`src/rtl/instr_encoder.sv`:
```
// RV32I field-to-word encoder: packs instruction fields into a 32-bit word
// and streams it out with a sequential byte address over valid/ready.
module instr_encoder #(
  parameter logic [31:0] BASE_ADDR = 32'h0000_0000,
  parameter int          DEPTH     = 256,
  parameter int          CNT_W     = 9
) (
  input  logic             clk,
  input  logic             rst,
  input  logic             in_valid,
  output logic             in_ready,
  input  logic [2:0]       fmt,
  input  logic [6:0]       opcode,
  input  logic [4:0]       rd,
  input  logic [4:0]       rs1,
  input  logic [4:0]       rs2,
  input  logic [2:0]       funct3,
  input  logic [6:0]       funct7,
  input  logic [31:0]      imm,
  output logic             out_valid,
  input  logic             out_ready,
  output logic [31:0]      instr,
  output logic [31:0]      addr,
  output logic             err,
  output logic             err_sticky,
  output logic [CNT_W-1:0] count,
  output logic             full
);

  typedef enum logic [1:0] {
    EMPTY = 2'd0,
    HOLD  = 2'd1,
    DONE  = 2'd2
  } state_e;

  localparam logic [2:0] FMT_R = 3'd0;
  localparam logic [2:0] FMT_I = 3'd1;
  localparam logic [2:0] FMT_S = 3'd2;
  localparam logic [2:0] FMT_B = 3'd3;
  localparam logic [2:0] FMT_U = 3'd4;
  localparam logic [2:0] FMT_J = 3'd5;

  localparam logic [31:0] NOP = 32'h0000_0013;

  state_e           state_q, state_d;
  logic [CNT_W-1:0] count_q, count_d;
  logic [31:0]      instr_q, instr_d;
  logic [31:0]      addr_q, addr_d;
  logic             err_q, err_d;
  logic             sticky_q, sticky_d;

  logic [31:0] enc_word;
  logic        enc_err;
  logic        accept;
  logic        full_w;
  logic        ok_12;
  logic        ok_13;
  logic        ok_21;

  // Sign-extension checks: the dropped upper bits must all match
  assign ok_12 = (&imm[31:11]) | ~(|imm[31:11]);
  assign ok_13 = (&imm[31:12]) | ~(|imm[31:12]);
  assign ok_21 = (&imm[31:20]) | ~(|imm[31:20]);

  always_comb begin
    enc_word = NOP;
    enc_err  = 1'b0;
    case (fmt)
      FMT_R: begin
        enc_word = {funct7, rs2, rs1, funct3, rd, opcode};
      end
      FMT_I: begin
        enc_word = {imm[11:0], rs1, funct3, rd, opcode};
        enc_err  = !ok_12;
      end
      FMT_S: begin
        enc_word = {imm[11:5], rs2, rs1, funct3,
                    imm[4:0], opcode};
        enc_err  = !ok_12;
      end
      FMT_B: begin
        enc_word = {imm[12], imm[10:5], rs2, rs1, funct3,
                    imm[4:1], imm[11], opcode};
        enc_err  = imm[0] | !ok_13;
      end
      FMT_U: begin
        enc_word = {imm[31:12], rd, opcode};
        enc_err  = |imm[11:0];
      end
      FMT_J: begin
        enc_word = {imm[20], imm[10:1], imm[11], imm[19:12],
                    rd, opcode};
        enc_err  = imm[0] | !ok_21;
      end
      default: begin
        enc_word = NOP;
        enc_err  = 1'b1;
      end
    endcase
  end

  assign full_w = (count_q == CNT_W'(DEPTH));

  // Gated by rst so the handshake reads idle while reset is held
  assign in_ready = !rst && !full_w &&
                    ((state_q == EMPTY) ||
                     ((state_q == HOLD) && out_ready));

  assign accept = in_valid && in_ready;

  always_comb begin
    state_d  = state_q;
    count_d  = count_q;
    instr_d  = instr_q;
    addr_d   = addr_q;
    err_d    = err_q;
    sticky_d = sticky_q;
    if (accept) begin
      state_d  = HOLD;
      count_d  = count_q + CNT_W'(1);
      instr_d  = enc_word;
      addr_d   = BASE_ADDR + (32'(count_q) << 2);
      err_d    = enc_err;
      sticky_d = sticky_q | enc_err;
    end else if ((state_q == HOLD) && out_ready) begin
      state_d = full_w ? DONE : EMPTY;
    end
  end

  always_ff @(posedge clk or posedge rst) begin
    if (rst) begin
      state_q  <= EMPTY;
      count_q  <= '0;
      instr_q  <= '0;
      addr_q   <= '0;
      err_q    <= 1'b0;
      sticky_q <= 1'b0;
    end else begin
      state_q  <= state_d;
      count_q  <= count_d;
      instr_q  <= instr_d;
      addr_q   <= addr_d;
      err_q    <= err_d;
      sticky_q <= sticky_d;
    end
  end

  assign out_valid  = (state_q == HOLD);
  assign instr      = instr_q;
  assign addr       = addr_q;
  assign err        = err_q;
  assign err_sticky = sticky_q;
  assign count      = count_q;
  assign full       = full_w;

endmodule

```
`config.mk`:
```
export PLATFORM = sky130hd
export DESIGN_NAME = instr_encoder
export DESIGN_NICKNAME = d
export VERILOG_FILES = /design/src/rtl/instr_encoder.sv
export SDC_FILE = /design/constraint.sdc
export NUM_CORES = 1
export LEC_CHECK = 0
export CORE_ASPECT_RATIO = 2
export CORE_MARGIN = 2
export CORE_UTILIZATION = 25
export DETAILED_ROUTE_END_ITERATION = 7
export PLACE_DENSITY = 0.55
export SYNTH_ARGS = -nofsm -noshare
export SYNTH_HDL_FRONTEND = slang
export SYNTH_SLANG_ARGS = --single-unit
```
`constraint.sdc`:
```
create_clock -name clk -period 1.9 [get_ports clk]
set_input_delay 0.475 -clock clk [delete_from_list [all_inputs] [get_ports clk]]
set_output_delay 0.475 -clock clk [all_outputs]
set_load 0.005 [all_outputs]
```
==> results.cfg, run 1 <==
[status]
status = complete, but fails checks
violations = negative setup slack

[timing]
setup-violations-final = 35
drv_slew = 0
post-route-period-util = 1.05
rsz0062_at_grt = yes
hold_violations = 0
finalCriticalPeriod_ns = 2.00
fin_ws_ns = -0.0991
max_freq_mhz = 500
worst_clock_skew_ns = 0.00779

[route]
viasPerCell = 4.74
routed_wl_um = 10900
wl_per_cell_um = 15.9
route.detailed.drc = 0
vias = 3242
postRouteAntennaNets = 0
drt_iter0_drc = 120
firstDrtPassIters = 4

[yosys]
synth_area_leader_cell = dfrtp_1
ys.warnings.count = 0
synth-main-ff-cell = dfrtp_1
muxShareOfSynthArea = 0.0316
synth.area.top_cells = dfrtp_1, nand2_1, buf_4
synth_fa_ha_area_frac = 0.00844
synth_cells = 337
synth-seq-area-share = 0.456
synth_top_cell_area_share = 0.456
synthXorXnorAreaFrac = 0.0266
synth_top_family_by_area = simple AND/OR/NAND/NOR gates
synthArstFlopShare = 1.00
syn_area_mm2 = 0.00297
yosysUniqueCellTypes = 41
synth_edf_count = 0
yosys.area_share.simple = 0.197
synth-seq-cells = 54
synth_area_per_cell_um2 = 8.80
synth_compound_area_frac = 0.178

[final_layout]
nNetsFinal = 611
drive_above_1_share = 0.226
area.growth.synth_to_final_pct = 79.3
utilization = 0.457
stdcell_area_mm2 = 0.00532
antenna_cells = 0

[worst_setup_path]
worst_setup_path_start_kind = register
reg2reg_depth = 7
worstPathArrival_ns = 1.52
crit_fanout = 2
crit_type = register to output pin
endpoint_kind = output pin
crit_required_ns = 1.42

[pwr]
p_leak_uw = 0.00239
swShare = 0.291
peakVddDrop_v = 0.000399
combPwrFrac = 0.388
power.density_mw_per_mm2 = 786
p_int_uw = 2960
seqPwrFrac = 0.358
p_clk_frac = 0.254
power.total_uw = 4180
p_sw_uw = 1220

[global_route]
grt_antenna_before_repair = 0
grt_usage = 0.172
overflow = 0
grt_pass1_wl_um = 16600
grt_max_degree = 55
grt_pass1_vias = 3195

[floorplanning]
start_util = 0.255
die_h_um = 158
core_area_mm2 = 0.0116
ios = 149
dieArea_mm2 = 0.0128
rows = 56
die_width_um = 81.0

[min_path]
min_path_type = register to register
min_path_cells = 2

[placement]
routabilityCongestion = 0.836
port-buffer-count = 125
place_area_mm2 = 0.00483
dp_hpwl_um = 8340

[cts]
numCtsBuffers = 5
cts_num_sinks = 54
clkSlewWorstSetupHoldPaths_ns = 0.07
clockRootBuffer = clkbuf_16
cts_tree = built
clock_latency_ns = 0.30
hold_buffers = 0
cts_buffer_depth = 2
h-tree-depth = 2

[job]
max_cap_viol_count = 0
## path summary, 6_finish.rpt
check / to / startpoint / slack (ns)
setup / recovery: full / count[2] / -0.1
hold / removal: addr[7] / addr[7] / 0.47
setup reg to reg: count[2] / count[2] / -0.06
hold reg to reg: addr[7] / addr[7] / 0.47
max in group asynchronous: instr[4] / rst / 0.96
min in group asynchronous: addr[8] / rst / 0.69
## power by group through the flow
stage,Sequential (uW),Clock [uW],Combinational (uW)
6_report,1500,1060,1620
5_1_grt,1520,1140,1770
3_3_place_gp,1510,0,1500
2_1_floorplan,1570,0,461
3_5_place_dp,1520,0,1520
4_1_cts,1490,1100,1620
## critical path: stages (launching register included)
cell and delay, ns:
dfrtp_1 0.38, or4_4 0.55, nor2_4 0.12, buf_6 0.10, buf_6 0.08
## sequential cells by signal (all words and copies together) (netlist names)
signal	cells
count	9
err_sticky	1
state_q	2
addr	9
err	1
instr	32
## stage by stage
step | std cells | hold WS [ns] | setup WS [ns] | TNS [ns]
2_1_floorplan | 359 | 0.463 | 0.110 | 0
3_3_place_gp | 661 | 0.455 | -0.434 | -6.24
3_5_place_dp | 661 | 0.461 | -0.562 | -7.03
4_1_cts | 679 | 0.476 | -0.150 | -2.07
5_1_grt | 684 | 0.506 | -0.145 | -4.60
6_report | 684 | 0.475 | -0.0991 | -1.17
## Yosys cell counts, types with 3 or more instances
library cell,instances
nor3_1,3
a22oi_1,7
nor2_1,44
nand2_1,54
buf_2,8
nand3_1,5
a21oi_1,17
a221oi_1,18
dfrtp_1,54
xnor2_1,8
nor4_1,5
mux2i_1,6
buf_4,23
o221ai_1,3
mux2_2,3
o21ai_0,21
nand4_1,8
clkbuf_1,10
inv_1,13
## per-layer routing
layer	wire (um)	up-vias	global-route usage	part of all wire
met2	6100	143	0.332	0.56
met1	3610	1527	0.166	0.33
li1	-	1546	-	-
met5	0	-	0	0
met3	701	26	0.0314	0.064
met4	491	0	0.0904	0.045
## logic make-up (layout without fill, tap and decap cells)
| family | count (synthesis) | after routing |
|---|---|---|
| AOI/OAI and AO/OA | 76 | 76 |
| and+or+nand+nor | 131 | 131 |
| xor gates and xnor gates | 9 | 9 |
| adders and majority gates | 2 | 2 |
| DFF | 54 | 54 |
| other | 1 | 23 |
| buffers and inverters | 55 | 235 |
| muxes | 9 | 9 |
## what timing repair did
item	CTS	global route
gates resized for setup	25	20
setup buffers	8	4
pin swaps	7	7
endpoints found under the hold margin	0	0
cloned	2	1
endpoints found under the setup margin	24	53
## final cells by class
class | instances | area [um^2]
fill | 1201 | 6310
clock buffer | 5 | 125
timing repair buffer | 213 | 2070
sequential | 54 | 1350
inverter | 14 | 52.6
tap | 145 | 181
clock inverter | 3 | 43.8
multi-input combinational | 250 | 1490
## cells in the final DEF, fill, tap and decap left out, types with 4 or more instances in the layout
| cell | n |
|---|---|
| a21oi_1 | 17 |
| a221oi_1 | 13 |
| a221oi_2 | 5 |
| a22oi_1 | 7 |
| buf_12 | 5 |
| buf_4 | 75 |
| clkbuf_16 | 6 |
| clkdlybuf4s50_1 | 120 |
| conb_1 | 23 |
| dfrtp_1 | 54 |
| inv_1 | 10 |
| mux2i_1 | 6 |
| nand2_1 | 53 |
| nand3_1 | 5 |
| nand4_1 | 8 |
| nor2_1 | 42 |
| nor4_1 | 4 |
| o21ai_0 | 19 |
| xnor2_1 | 8 |
(Power assumes the default switching activity.)
==> inputs of run 2 (changes only) <==
--- a/config.mk
+++ b/config.mk
@@ -9,7 +9,9 @@
 export CORE_MARGIN = 2
 export CORE_UTILIZATION = 25
 export DETAILED_ROUTE_END_ITERATION = 7
+export GPL_TIMING_DRIVEN = 0
 export PLACE_DENSITY = 0.55
+export SLEW_MARGIN = 5
 export SYNTH_ARGS = -nofsm -noshare
 export SYNTH_HDL_FRONTEND = slang
 export SYNTH_SLANG_ARGS = --single-unit
==> results.cfg, run 2 (synthesis results as in run 1) <==
[final_layout]
nNetsFinal = 577
drive_above_1_share = 0.166
layout.cells.non_filler = 650
largest_reg_flops = 32
antenna_cells = 0
final_common_cell = clkdlybuf4s50_1
area.growth.synth_to_final_pct = 69.0
utilization = 0.431
fillCellCount = 1200
layout_common_cells = clkdlybuf4s50_1, nand2_1, dfrtp_1

[status]
violations = negative setup slack
status = complete, but fails checks

[timing]
max-slew-margin-rel = 0.636
finalCriticalPeriod_ns = 2.03
setup-violations-final = 37
post-route-period-util = 1.07
worstMarginPinSlew_ns = 0.546
rsz0062_at_grt = yes
hold_violations = 0
fin_ws_ns = -0.128
worst_clock_skew_ns = 0.00602
drv_slew = 0
max_freq_mhz = 493

[global_route]
overflow = 0
grt_pass1_wl_um = 16300
grt_pass1_vias = 3064
grt_usage = 0.172
grt_antenna_before_repair = 0
grt_max_degree = 37

[route]
routed_wl_um = 10900
drt_iter0_drc = 142
vias = 3066
wl_per_cell_um = 16.8
postRouteAntennaNets = 0
route.detailed.drc = 0
viasPerCell = 4.72
firstDrtPassIters = 4

[floorplanning]
rows = 56
die_width_um = 81.0
die_h_um = 158
ios = 149
start_util = 0.255
core_area_mm2 = 0.0116
dieArea_mm2 = 0.0128

[worst_setup_path]
r2r_start = count[2]
critPathMostFrequentCell = buf_6
worst_setup_path_start_kind = register
endpoint_kind = output pin
crit_slowest_cell = or4_4
regToRegSetupSlack_ns = -0.09
timing.rr.end = instr[25]
crit_chain = or4_4 -> nor2_4 -> buf_6 -> buf_6
crit_required_ns = 1.42
crit_fanout = 2
cp_slowest_stage_delay_ns = 0.55
worstPathArrival_ns = 1.55
crit_path_start = count[2]
crit_path_end = full
crit_type = register to output pin
reg2reg_depth = 7

[pwr]
power.density_mw_per_mm2 = 813
p_leak_uw = 0.00218
peakVddDrop_v = 0.000500

[cts]
clockRootBuffer = clkbuf_16
clkSlewWorstSetupHoldPaths_ns = 0.08
cts_buffer_depth = 2
numCtsBuffers = 5
hold_buffers = 0
clock_latency_ns = 0.29
cts_num_sinks = 54
cts_tree = built
h-tree-depth = 2

[placement]
port-buffer-count = 124
routabilityCongestion = 0.834
post-place-cells = 629
dp_hpwl_um = 8510
pre_cts_slack_ns = -0.785

[job]
max_cap_viol_count = 0

[min_path]
min_path_type = register to register
run 2: cell type report:
type	instances	area, um^2	area share
multi-input combinational	250	1450	0.289
timing repair buffer	138	1450	0.288
sequential	54	1350	0.270
buffer	41	355	0.0709
tap	145	181	0.0362
clock buffer	5	125	0.0250
inverter	14	53.8	0.0107
clock inverter	3	48.8	0.00974
run 2: metal layers:
| layer | track usage | wire length [um] |
|---|---|---|
| met4 | 0.0815 | 303 |
| met2 | 0.324 | 6090 |
| met3 | 0.0279 | 703 |
| met5 | 0 | 0 |
| met1 | 0.177 | 3820 |
run 2: worst min path at each step:
stage	start	to	depth (start not counted)
2_1_floorplan	instr[2]	instr[2]	2
3_3_place_gp	instr[5]	instr[5]	2
3_5_place_dp	addr[8]	addr[8]	2
4_1_cts	instr[3]	instr[3]	2
5_1_grt	instr[3]	instr[3]	2
6_report	instr[6]	instr[6]	2
run 2: timing repair:
| action | CTS | global route |
|---|---|---|
| pin swaps | 5 | 5 |
| endpoints found under the setup margin | 51 | 54 |
| resized for setup | 53 | 11 |
| cloned | 1 | 4 |
| setup buffers | 8 | 0 |
run 2: worst max-delay path: cells and delay by family (launching register included):
| family | cells | cell delay, ns |
|---|---|---|
| AND/OR/NAND/NOR | 2 | 0.66 |
| flip-flops | 1 | 0.41 |
| buffers and inverters | 2 | 0.18 |
run 2: power by group:
| part | switching [uW] | internal, uW | total [uW] |
|---|---|---|---|
| Clock | 450 | 632 | 1080 |
| Sequential | 147 | 1380 | 1520 |
| Combinational | 611 | 860 | 1470 |
run 2: metrics by stage:
| step | total power (uW) | hold slack (ns) | area (um^2) | setup TNS [ns] |
|---|---|---|---|---|
| 2_1_floorplan | 2030 | 0.463 | 3050 | 0 |
| 3_3_place_gp | 2820 | 0.454 | 4470 | -77.90 |
| 3_5_place_dp | 2860 | 0.462 | 4490 | -23.35 |
| 4_1_cts | 4110 | 0.480 | 4870 | -0.912 |
| 5_1_grt | 4310 | 0.496 | 5010 | -5.08 |
| 6_report | 4080 | 0.469 | 5010 | -1.43 |
